===== src/rtl/piso_bit_serializer.sv =====
`default_nettype none
// +----------------------------------------------------------------------------+
// | Module      : piso_bit_serializer                                          |
// | Description : Parallel-in/serial-out stage feeding a bit-serial detector.  |
// |               Accepts WIDTH-bit words on a valid/ready handshake and emits |
// |               them one bit per clock, gapless across back-to-back words,   |
// |               with a last-bit flag and a wrapping count of words sent.     |
// | Revision    : 1.0  initial release                                         |
// +----------------------------------------------------------------------------+
module piso_bit_serializer #(
  parameter int WIDTH     = 8,
  parameter bit MSB_FIRST = 1'b1,
  parameter bit IDLE_BIT  = 1'b0
) (
  input  logic             clk,
  input  logic             rst,
  input  logic [WIDTH-1:0] data_in,
  input  logic             load_valid,
  output logic             load_ready,
  output logic             x,
  output logic             bit_valid,
  output logic             last_bit,
  output logic [7:0]       words_sent
);

  localparam int CNT_W = $clog2(WIDTH);
  localparam logic [CNT_W-1:0] CNT_LAST = CNT_W'(WIDTH - 1);

  typedef enum logic [0:0] {
    IDLE  = 1'b0,
    SHIFT = 1'b1
  } state_t;

  state_t           state, state_nxt;
  logic [CNT_W-1:0] cnt, cnt_nxt;
  logic [WIDTH-1:0] sreg, sreg_nxt;
  logic             x_nxt, bit_valid_nxt, last_bit_nxt;
  logic [7:0]       words_sent_nxt;

  // The register x holds the bit currently on the wire; sreg holds the bits
  // still to come, already shifted so the next one sits at the head.
  logic             load_head, sreg_head;
  logic [WIDTH-1:0] load_rest, sreg_rest;

  logic at_last;
  logic accept;

  assign at_last    = (state == SHIFT) && (cnt == CNT_LAST);
  assign load_ready = !rst && ((state == IDLE) || at_last);
  assign accept     = load_valid && load_ready;

  generate
    if (MSB_FIRST) begin : g_msb_first
      assign load_head = data_in[WIDTH-1];
      assign load_rest = {data_in[WIDTH-2:0], 1'b0};
      assign sreg_head = sreg[WIDTH-1];
      assign sreg_rest = {sreg[WIDTH-2:0], 1'b0};
    end else begin : g_lsb_first
      assign load_head = data_in[0];
      assign load_rest = {1'b0, data_in[WIDTH-1:1]};
      assign sreg_head = sreg[0];
      assign sreg_rest = {1'b0, sreg[WIDTH-1:1]};
    end
  endgenerate

  // Next-state and next-output logic; idle values are the defaults.
  always_comb begin
    state_nxt      = state;
    cnt_nxt        = cnt;
    sreg_nxt       = sreg;
    x_nxt          = IDLE_BIT;
    bit_valid_nxt  = 1'b0;
    words_sent_nxt = words_sent;
    case (state)
      IDLE: begin
        if (accept) begin
          state_nxt     = SHIFT;
          cnt_nxt       = '0;
          sreg_nxt      = load_rest;
          x_nxt         = load_head;
          bit_valid_nxt = 1'b1;
        end
      end
      SHIFT: begin
        if (!at_last) begin
          cnt_nxt       = cnt + CNT_W'(1);
          sreg_nxt      = sreg_rest;
          x_nxt         = sreg_head;
          bit_valid_nxt = 1'b1;
        end else begin
          // Word completes at this edge whether or not another follows.
          words_sent_nxt = words_sent + 8'd1;
          cnt_nxt        = '0;
          if (accept) begin
            sreg_nxt      = load_rest;
            x_nxt         = load_head;
            bit_valid_nxt = 1'b1;
          end else begin
            state_nxt = IDLE;
          end
        end
      end
      default: begin
        state_nxt = IDLE;
        cnt_nxt   = '0;
      end
    endcase
    last_bit_nxt = bit_valid_nxt && (cnt_nxt == CNT_LAST);
  end

  // State and output registers with synchronous reset.
  always_ff @(posedge clk) begin
    if (rst) begin
      state      <= IDLE;
      cnt        <= '0;
      sreg       <= '0;
      x          <= IDLE_BIT;
      bit_valid  <= 1'b0;
      last_bit   <= 1'b0;
      words_sent <= 8'd0;
    end else begin
      state      <= state_nxt;
      cnt        <= cnt_nxt;
      sreg       <= sreg_nxt;
      x          <= x_nxt;
      bit_valid  <= bit_valid_nxt;
      last_bit   <= last_bit_nxt;
      words_sent <= words_sent_nxt;
    end
  end

endmodule
`default_nettype wire


===== config.mk =====
export PLATFORM = sky130hd
export DESIGN_NAME = piso_bit_serializer
export DESIGN_NICKNAME = d
export VERILOG_FILES = /design/src/rtl/piso_bit_serializer.sv
export SDC_FILE = /design/constraint.sdc
export NUM_CORES = 1
export LEC_CHECK = 0
export CAP_MARGIN = 25
export CORE_UTILIZATION = 51
export DETAILED_ROUTE_END_ITERATION = 6
export GPL_TIMING_DRIVEN = 0
export PLACE_DENSITY = 0.79
export SYNTH_ARGS = -nofsm -noshare
export SYNTH_HDL_FRONTEND = slang
export SYNTH_SLANG_ARGS = --single-unit

===== constraint.sdc =====
create_clock -name clk -period 2.6 [get_ports clk]
set_input_delay 0.52 -clock clk [delete_from_list [all_inputs] [get_ports clk]]
set_output_delay 0.52 -clock clk [all_outputs]
set_load 0.01 [all_outputs]

==> metrics.yaml, run 1 <==
run_status:
  outcome: "complete, no violations"
placed_design:
  gp_congestion: 0.709
  dpl.hpwl_um: 1360
  placed_cell_area_um2: 1190
  portBuffers: 22
  place_worst_setup_slack_ns: 0.00186
run:
  max_cap_viol_count: 0
power:
  leakagePower_nw: 0.473
  ir_worst_vdd_mv: 0.442
  p_per_area_nw_per_um2: 557
clock_network:
  clock_sinks: 22
  clock_latency_ns: 0.32
  cts_buffer_depth: 2
  cts_hold_buf: 0
  post_cts_buffers: 0
  cts_buffers: 3
  clockRootBuffer: "clkbuf_4"
  h-tree-depth: 1
  tritoncts: "yes"
  clk_pin_slew_worst_paths_ns: 0.13
worst_setup_path:
  worst-r2r-cell-count: 5
  reg2reg_slack_ns: 0.81
  cp_data_arrival_time_ns: 1.95
  worst_ep_required_time_ns: 2.08
  cp-start-kind: "register"
  endpoint_kind: "output port"
  path_max_fanout: 7
  path_class: "register to output port"
logic_synthesis:
  yosysTopAreaCell: "dfxtp_1"
  synthCells: 101
  async_flop_share_pct: 0
  synth_most_common_cell: "dfxtp_1"
  netlist.area_leader.share_pct: 46.9
  yosys.cell_types.count: 27
  syn_avg_cell_area_um2: 9.30
  syn_area_um2: 940
  ys_seq_area_share_pct: 46.9
  synthTopCellsByCount: "dfxtp_1 (22), nor2_1 (17), mux2i_1 (8), a211oi_1 (7), a21oi_1 (7)"
  syn_nets: 115
  ys_warn_count: 0
  synth_edf_count: 0
  synth-seq-cells: 22
  synth.top_cells.by_area: "dfxtp_1 (47%), mux2i_1 (8.5%), nor2_1 (6.8%)"
  synth_ff_type: "dfxtp_1"
die:
  die_y_um: 44.9
  io_pins: 23
  std_cell_rows: 15
  dieArea_um2: 2020
  die_w_um: 44.9
  start_util_pct: 54.4
  coreArea_um2: 1730
final_layout:
  final_core_util_pct: 72.2
  synthToLayoutAreaGrowth_pct: 32.8
  diodes: 0
  stdcell_area_um2: 1250
  nNetsFinal: 141
  layout-drive-gt1-share_pct: 8.73
grt:
  antenna_found_initial: 0
  grt_max_degree: 15
  grt.total_usage_pct: 20.9
  grt_pass1_vias: 741
  grt_pass1_wl_um: 3060
  grt-ovfl-total: 0
hold_path:
  hold_path.class: "register to register"
  hold_depth: 2
sta:
  rsz0062_at_grt: "no"
  timing.final.crit_share_pct: 95.0
  period_minus_slack_ns: 2.47
  fmax_mhz: 405
  slew_violations: 0
  fin_ws_ns: 0.129
  holdWs_ns: 0.473
  setup_tns_ns: 0
  tightest_slew_ns: 0.506
  final-hold-violation-count: 0
  slew_headroom_pct: 66.1
  final-setup-viol-count: 0
  finClkSkew_ns: 0.00179
route:
  first_iter_violations: 5
  firstDrtPassIters: 4
  vias_per_cell: 5.33
  vias: 805
  drc: 0
  avgRoutedWirePerCell_um: 12.0
  ant_nets: 0
  detail_route.wirelength_um: 1810
==> layout make-up <==
cell class / count / area (um^2)
Multi-Input combinational cell: 73 / 478
Inverter: 1 / 3.75
Tap cell: 25 / 31.3
Buffer: 4 / 21.3
Clock inverter: 1 / 30.0
Clock buffer: 3 / 22.5
Timing Repair Buffer: 22 / 220
Fill cell: 140 / 479
Sequential cell: 22 / 440
==> sequential cells by signal, summed over array words and instances (netlist names) <==
register and count:
cnt 3, state 1, sreg 8, last_bit 1, words_sent 8, x 1
==> power breakdown <==
part	internal [mW]	switching, mW	total (mW)
sequential	0.350	0.00671	0.357
clock	0.156	0.110	0.266
combinational	0.0377	0.0341	0.0718
==> critical path: stages (launching register included) <==
cell and delay [ns]:
dfxtp_1 0.39, ha_1 0.17, ha_1 0.33, nor2b_4 0.11
nor2_1 0.10, clkdlybuf4s50_1 0.55
==> cells in the final DEF (no fill, tap or decap), drive strengths merged, types with 3 or more instances in the layout <==
cell,synthesis,layout
dfxtp,22,22
a211oi,7,7
ha,3,3
clkdlybuf4s50,0,22
clkbuf,2,4
buf,3,3
nor2,17,17
a21oi,7,7
nand3,5,5
mux2i,8,8
nand2,6,6
==> routing by layer <==
metal,wire [um],global-route usage (%)
met1,792,24.7
met2,901,36.8
met3,66,2.40
met4,53,10.9
met5,0,0
==> cells by family (layout without fill, tap and decap cells) <==
group / after synthesis / count (layout) / share of synthesized area [%]
adder cells (fa/ha/maj): 3 / 3 / 4.00
buffers and inverters: 6 / 31 / 3.06
multiplexers: 9 / 9 / 9.72
flip-flops: 22 / 22 / 46.9
AO/OA/AOI/OAI: 19 / 19 / 12.8
AND/OR/NAND/NOR: 40 / 40 / 21.7
XOR/XNOR: 2 / 2 / 1.86
==> per-stage QoR <==
step,total power [mW],std cells
4_1_cts,0.694,151
5_1_grt,0.717,151
2_1_floorplan,0.403,101
6_report,0.694,151
3_5_place_dp,0.435,148
3_3_place_gp,0.433,148
==> worst paths after layout <==
kind                 from       endpoint
setup / recovery   cnt[0]     load_ready
hold / removal    sreg[7]              x
hold reg to reg   sreg[7]              x
setup reg to reg   cnt[0]  words_sent[5]
==> repair_timing <==
item | in CTS | in global routing
setup endpoints to repair | 1 | 1
gates resized for setup | 1 | 1
pin swaps | 0 | 0
Power figures use the tool's default switching activity.
==> inputs of run 2 (changes only) <==
CORE_UTILIZATION = 42   (was 51)
CTS_BUF_LIST = sky130_fd_sc_hd__clkbuf_8 sky130_fd_sc_hd__clkbuf_16   (was unset)
PLACE_DENSITY = 0.69   (was 0.79)
clock period = 2.2 ns   (was 2.6 ns; I/O delays follow)
==> run 2 against run 1 <==
  * Die area rose by 20%
  * Highest routed layer unchanged
  * Non-clock buffer count did not move
  * Core utilization fell by 9.6 points
  * Hold slack improved by 0.0027 ns
  * Final area rose by 2.5%
  * Routed wire length rose by 2.0%
  * Register-to-register slack got worse by 0.25 ns
  * Cell count rose by 1.3%
==> metrics.yaml, run 2 (synthesized netlist as in run 1, its figures left out) <==
run_status:
  outcome: "complete, no violations"
power:
  p_per_area_nw_per_um2: 688
  ir_worst_vdd_mv: 0.529
  leakagePower_nw: 0.482
die:
  std_cell_rows: 16
  die_w_um: 49.3
  coreArea_um2: 2040
  dieArea_um2: 2430
  io_pins: 23
  start_util_pct: 46.0
  die_y_um: 49.3
clock_network:
  clockRootBuffer: "clkbuf_8"
  clk_pin_slew_worst_paths_ns: 0.08
  clock_sinks: 22
  cts_buffers: 3
  cts_hold_buf: 0
  cts_buffer_depth: 2
  post_cts_buffers: 0
  tritoncts: "yes"
  clock_latency_ns: 0.26
  h-tree-depth: 1
  post_cts_resized: 6
sta:
  finClkSkew_ns: 0.00439
  period_minus_slack_ns: 1.99
  setup_tns_ns: 0
  timing.final.crit_share_pct: 90.6
  slew_headroom_pct: 67.5
  fin_ws_ns: 0.207
  slew_violations: 0
  fmax_mhz: 502
  final-setup-viol-count: 0
  final-hold-violation-count: 0
  tightest_slew_ns: 0.488
  rsz0062_at_grt: "no"
route:
  firstDrtPassIters: 4
  avgRoutedWirePerCell_um: 12.1
  first_iter_violations: 13
  vias: 812
  drc: 0
  ant_nets: 0
  vias_per_cell: 5.31
  detail_route.wirelength_um: 1850
grt:
  grt_pass1_vias: 775
  antenna_found_initial: 0
  grt-ovfl-total: 0
  grt_pass1_wl_um: 3360
  grt_max_degree: 15
  grt.total_usage_pct: 18.0
final_layout:
  synthToLayoutAreaGrowth_pct: 36.1
  multi_input_area_um2: 490
  layout-drive-gt1-share_pct: 9.52
  final_common_cell: "dfxtp_1"
  nNetsFinal: 141
  diodes: 0
  reg_top3: "sreg (8), words_sent (8), cnt (3)"
  fillers: 197
  seq_area_um2: 440
  mostFrequentLayoutCells: "dfxtp_1 (22), clkdlybuf4s50_1 (20), nor2_1 (17)"
worst_setup_path:
  endpoint_kind: "output port"
  worst_ep_required_time_ns: 1.76
  worst_path_max_delay_cell: "dfxtp_1"
  critPathBufInv: 1
  critPathTopFamily: "adder cells"
  cp-start-kind: "register"
  path_max_fanout: 7
  crit_chain: "ha_1 > ha_4 > nor2b_4 > nor2_1 > dlygate4sd2_1"
  cp_data_arrival_time_ns: 1.55
  path_class: "register to output port"
  cpPeakStageDelay_ns: 0.34
run:
  max_cap_viol_count: 0
placed_design:
  place_worst_setup_slack_ns: -0.216
  gp_congestion: 0.743
  portBuffers: 22
  dpl.hpwl_um: 1330
hold_path:
  hold_path.class: "register to register"
[run 2: changes by cell type in the layout (fill, tap and decap cells not counted), sizes merged]
| cell | change |
|---|---|
| dlygate4sd2 | +2 |
| clkdlybuf4s50 | -2 |
[run 2: final cells by class]
class / count / share of cell area (%)
multi-input cells: 73 / 38.4
repair buffers: 22 / 17.0
flip-flops and latches: 22 / 34.4
plain buffers: 4 / 1.66
clock buffers: 3 / 3.23
well taps: 27 / 2.64
clock inverters: 1 / 2.35
inverters: 1 / 0.294
[run 2: power breakdown]
| group | leakage [nW] | internal [mW] | switching (mW) |
|---|---|---|---|
| logic | 0.267 | 0.0430 | 0.0392 |
| clock network | 0.0357 | 0.243 | 0.132 |
| registers | 0.180 | 0.413 | 0.00839 |
[run 2: layer usage]
metal	track usage (%)	part of all wire [%]
met2	31.5	48
met1	20.8	47
met4	7.35	0.76
met5	0	0
met3	4.05	3.9
[run 2: tightest hold or removal path: stages (launching register included)]
cell and delay, ns:
dfxtp_1 0.32, nand2_1 0.06, a21oi_1 0.05
[run 2: worst paths after layout]
kind	cells past startpoint	startpoint	end	slack [ns]
worst max register to register	5	cnt[0]	words_sent[7]	0.56
worst min register to register	2	sreg[7]	x	0.48
worst max-delay path	5	cnt[0]	load_ready	0.21
worst min-delay path	2	sreg[7]	x	0.48
[run 2: per-stage QoR]
stage | hold WS (ns) | std cells | instance area, um^2 | power (mW) | util (%)
floorplan | 0.431 | 101 | 940 | 0.476 | -
global placement | 0.450 | 150 | 1190 | 0.512 | 58.5
detailed placement | 0.458 | 150 | 1190 | 0.514 | 58.5
CTS | 0.480 | 153 | 1280 | 0.890 | 62.6
global route | 0.506 | 153 | 1280 | 0.923 | 62.6
finish | 0.475 | 153 | 1280 | 0.879 | 62.6
==> inputs of run 3 (changes only) <==
PLACE_DENSITY = unset   (was 0.69)
PLACE_DENSITY_LB_ADDON = 0.1   (was unset)
==> run 3 against run 2 <==
  * Clock-buffer cell count unchanged
  * Total power decreased by 15%
  * Critical path depth unchanged
==> metrics.yaml, run 3 (synthesized netlist as in run 1, its figures left out) <==
run_status:
  outcome: "complete, no violations"
grt:
  grt_pass1_wl_um: 3310
  grt.total_usage_pct: 17.9
  grt_pass1_vias: 763
  antenna_found_initial: 0
  grt_max_degree: 15
  grt-ovfl-total: 0
final_layout:
  diodes: 0
  stdcell_area_um2: 1250
  synthToLayoutAreaGrowth_pct: 32.9
  reg_top3: "sreg (8), words_sent (8), cnt (3)"
  final_common_cell: "dfxtp_1"
  layout-drive-gt1-share_pct: 8.80
  mostFrequentLayoutCells: "dfxtp_1 (22), clkdlybuf4s50_1 (20), nor2_1 (17)"
  nNetsFinal: 141
worst_setup_path:
  path_max_fanout: 7
  endpoint_kind: "output port"
  path_class: "register to output port"
  cp-start-kind: "register"
  worst_ep_required_time_ns: 1.76
  reg2reg_from: "cnt[0]"
  rr_endpoint: "words_sent[5]"
  reg2reg_slack_ns: 0.58
  crit_path_end: "load_ready"
  cp-startpoint: "cnt[0]"
  worst-r2r-cell-count: 5
  cp_data_arrival_time_ns: 1.55
die:
  die_w_um: 49.3
  die_y_um: 49.3
  std_cell_rows: 16
  dieArea_um2: 2430
  coreArea_um2: 2040
  start_util_pct: 46.0
  io_pins: 23
sta:
  finClkSkew_ns: 0.00277
  rsz0062_at_grt: "no"
  tightest_slew_ns: 0.476
  final-setup-viol-count: 0
  fin_ws_ns: 0.206
  final-hold-violation-count: 0
  fmax_mhz: 502
  timing.final.crit_share_pct: 90.6
  setup_tns_ns: 0
  slew_violations: 0
  slew_headroom_pct: 68.3
  holdWs_ns: 0.480
  period_minus_slack_ns: 1.99
clock_network:
  cts_buffer_depth: 2
  clk_pin_slew_worst_paths_ns: 0.07
  post_cts_resized: 6
  h-tree-depth: 1
  clock_latency_ns: 0.26
  clock_sinks: 22
  cts_buffers: 3
  tritoncts: "yes"
  cts_hold_buf: 0
  post_cts_buffers: 0
  clockRootBuffer: "clkbuf_8"
route:
  firstDrtPassIters: 4
  detail_route.wirelength_um: 1840
  drc: 0
  vias_per_cell: 5.28
  avgRoutedWirePerCell_um: 12.1
  vias: 802
  ant_nets: 0
  first_iter_violations: 9
power:
  switchingPower_mw: 0.169
  power.share.combinational_pct: 11.1
  p_per_area_nw_per_um2: 598
  p_clk_share_pct: 32.5
  finalPower_mw: 0.747
  pwr-share-seq_pct: 56.4
  swShare_pct: 22.6
  ir_worst_vdd_mv: 0.393
  cell_internal_pwr_mw: 0.578
  leakagePower_nw: 0.468
hold_path:
  hold_path.class: "register to register"
placed_design:
  portBuffers: 22
  placed_cell_area_um2: 1190
  gp_congestion: 0.727
  place_worst_setup_slack_ns: -0.231
  dpl.hpwl_um: 1370
run:
  max_cap_viol_count: 0
==> run 3: changes by cell type in the layout (fill, tap and decap cells not counted), sizes merged <==
cell,previous run,this run
bufinv,1,0
==> run 3: per-stage QoR <==
| step | utilization (%) | cells |
|---|---|---|
| floorplan | - | 101 |
| global placement | 58.5 | 150 |
| detailed placement | 58.5 | 150 |
| CTS | 61.2 | 152 |
| global route | 61.2 | 152 |
| finish | 61.2 | 152 |
==> run 3: area by class of cell <==
cell class | instances | area [um^2]
plain buffers | 4 | 21.3
clock buffers | 3 | 41.3
inverters | 1 | 3.75
multi-input cells | 73 | 490
repair buffers | 22 | 218
flip-flops and latches | 22 | 440
fillers | 196 | 793
well taps | 27 | 33.8
==> run 3: routing by layer <==
| metal | share of wire (%) | vias to the layer above | global-route usage [%] |
|---|---|---|---|
| met5 | 0 | - | 0 |
| met3 | 4.5 | 2 | 3.74 |
| met1 | 45 | 370 | 22.0 |
| li1 | - | 408 | - |
| met4 | 0.60 | 0 | 8.82 |
| met2 | 50 | 22 | 29.5 |
==> run 3: worst min-delay path by stage <==
stage	start	endpoint	cells after the start
floorplan	sreg[7]	x	2
global placement	sreg[7]	x	2
detailed placement	words_sent[7]	words_sent[7]	2
CTS	words_sent[7]	words_sent[7]	2
global route	sreg[0]	sreg[0]	1
finish	words_sent[7]	words_sent[7]	2
==> run 3: power groups by stage <==
| stage | Sequential (mW) | Clock [mW] | Combinational [mW] |
|---|---|---|---|
| floorplan | 0.430 | 0 | 0.0464 |
| global placement | 0.430 | 0 | 0.0822 |
| detailed placement | 0.430 | 0 | 0.0841 |
| CTS | 0.421 | 0.249 | 0.0837 |
| global route | 0.423 | 0.270 | 0.0932 |
| finish | 0.422 | 0.243 | 0.0826 |
==> run 3: worst max-delay path, stage by stage (launching register included) <==
cell,delay [ns]
dfxtp_1,0.33
ha_1,0.23
ha_4,0.20
nor2b_4,0.18
nor2_1,0.06
dlygate4sd2_1,0.30
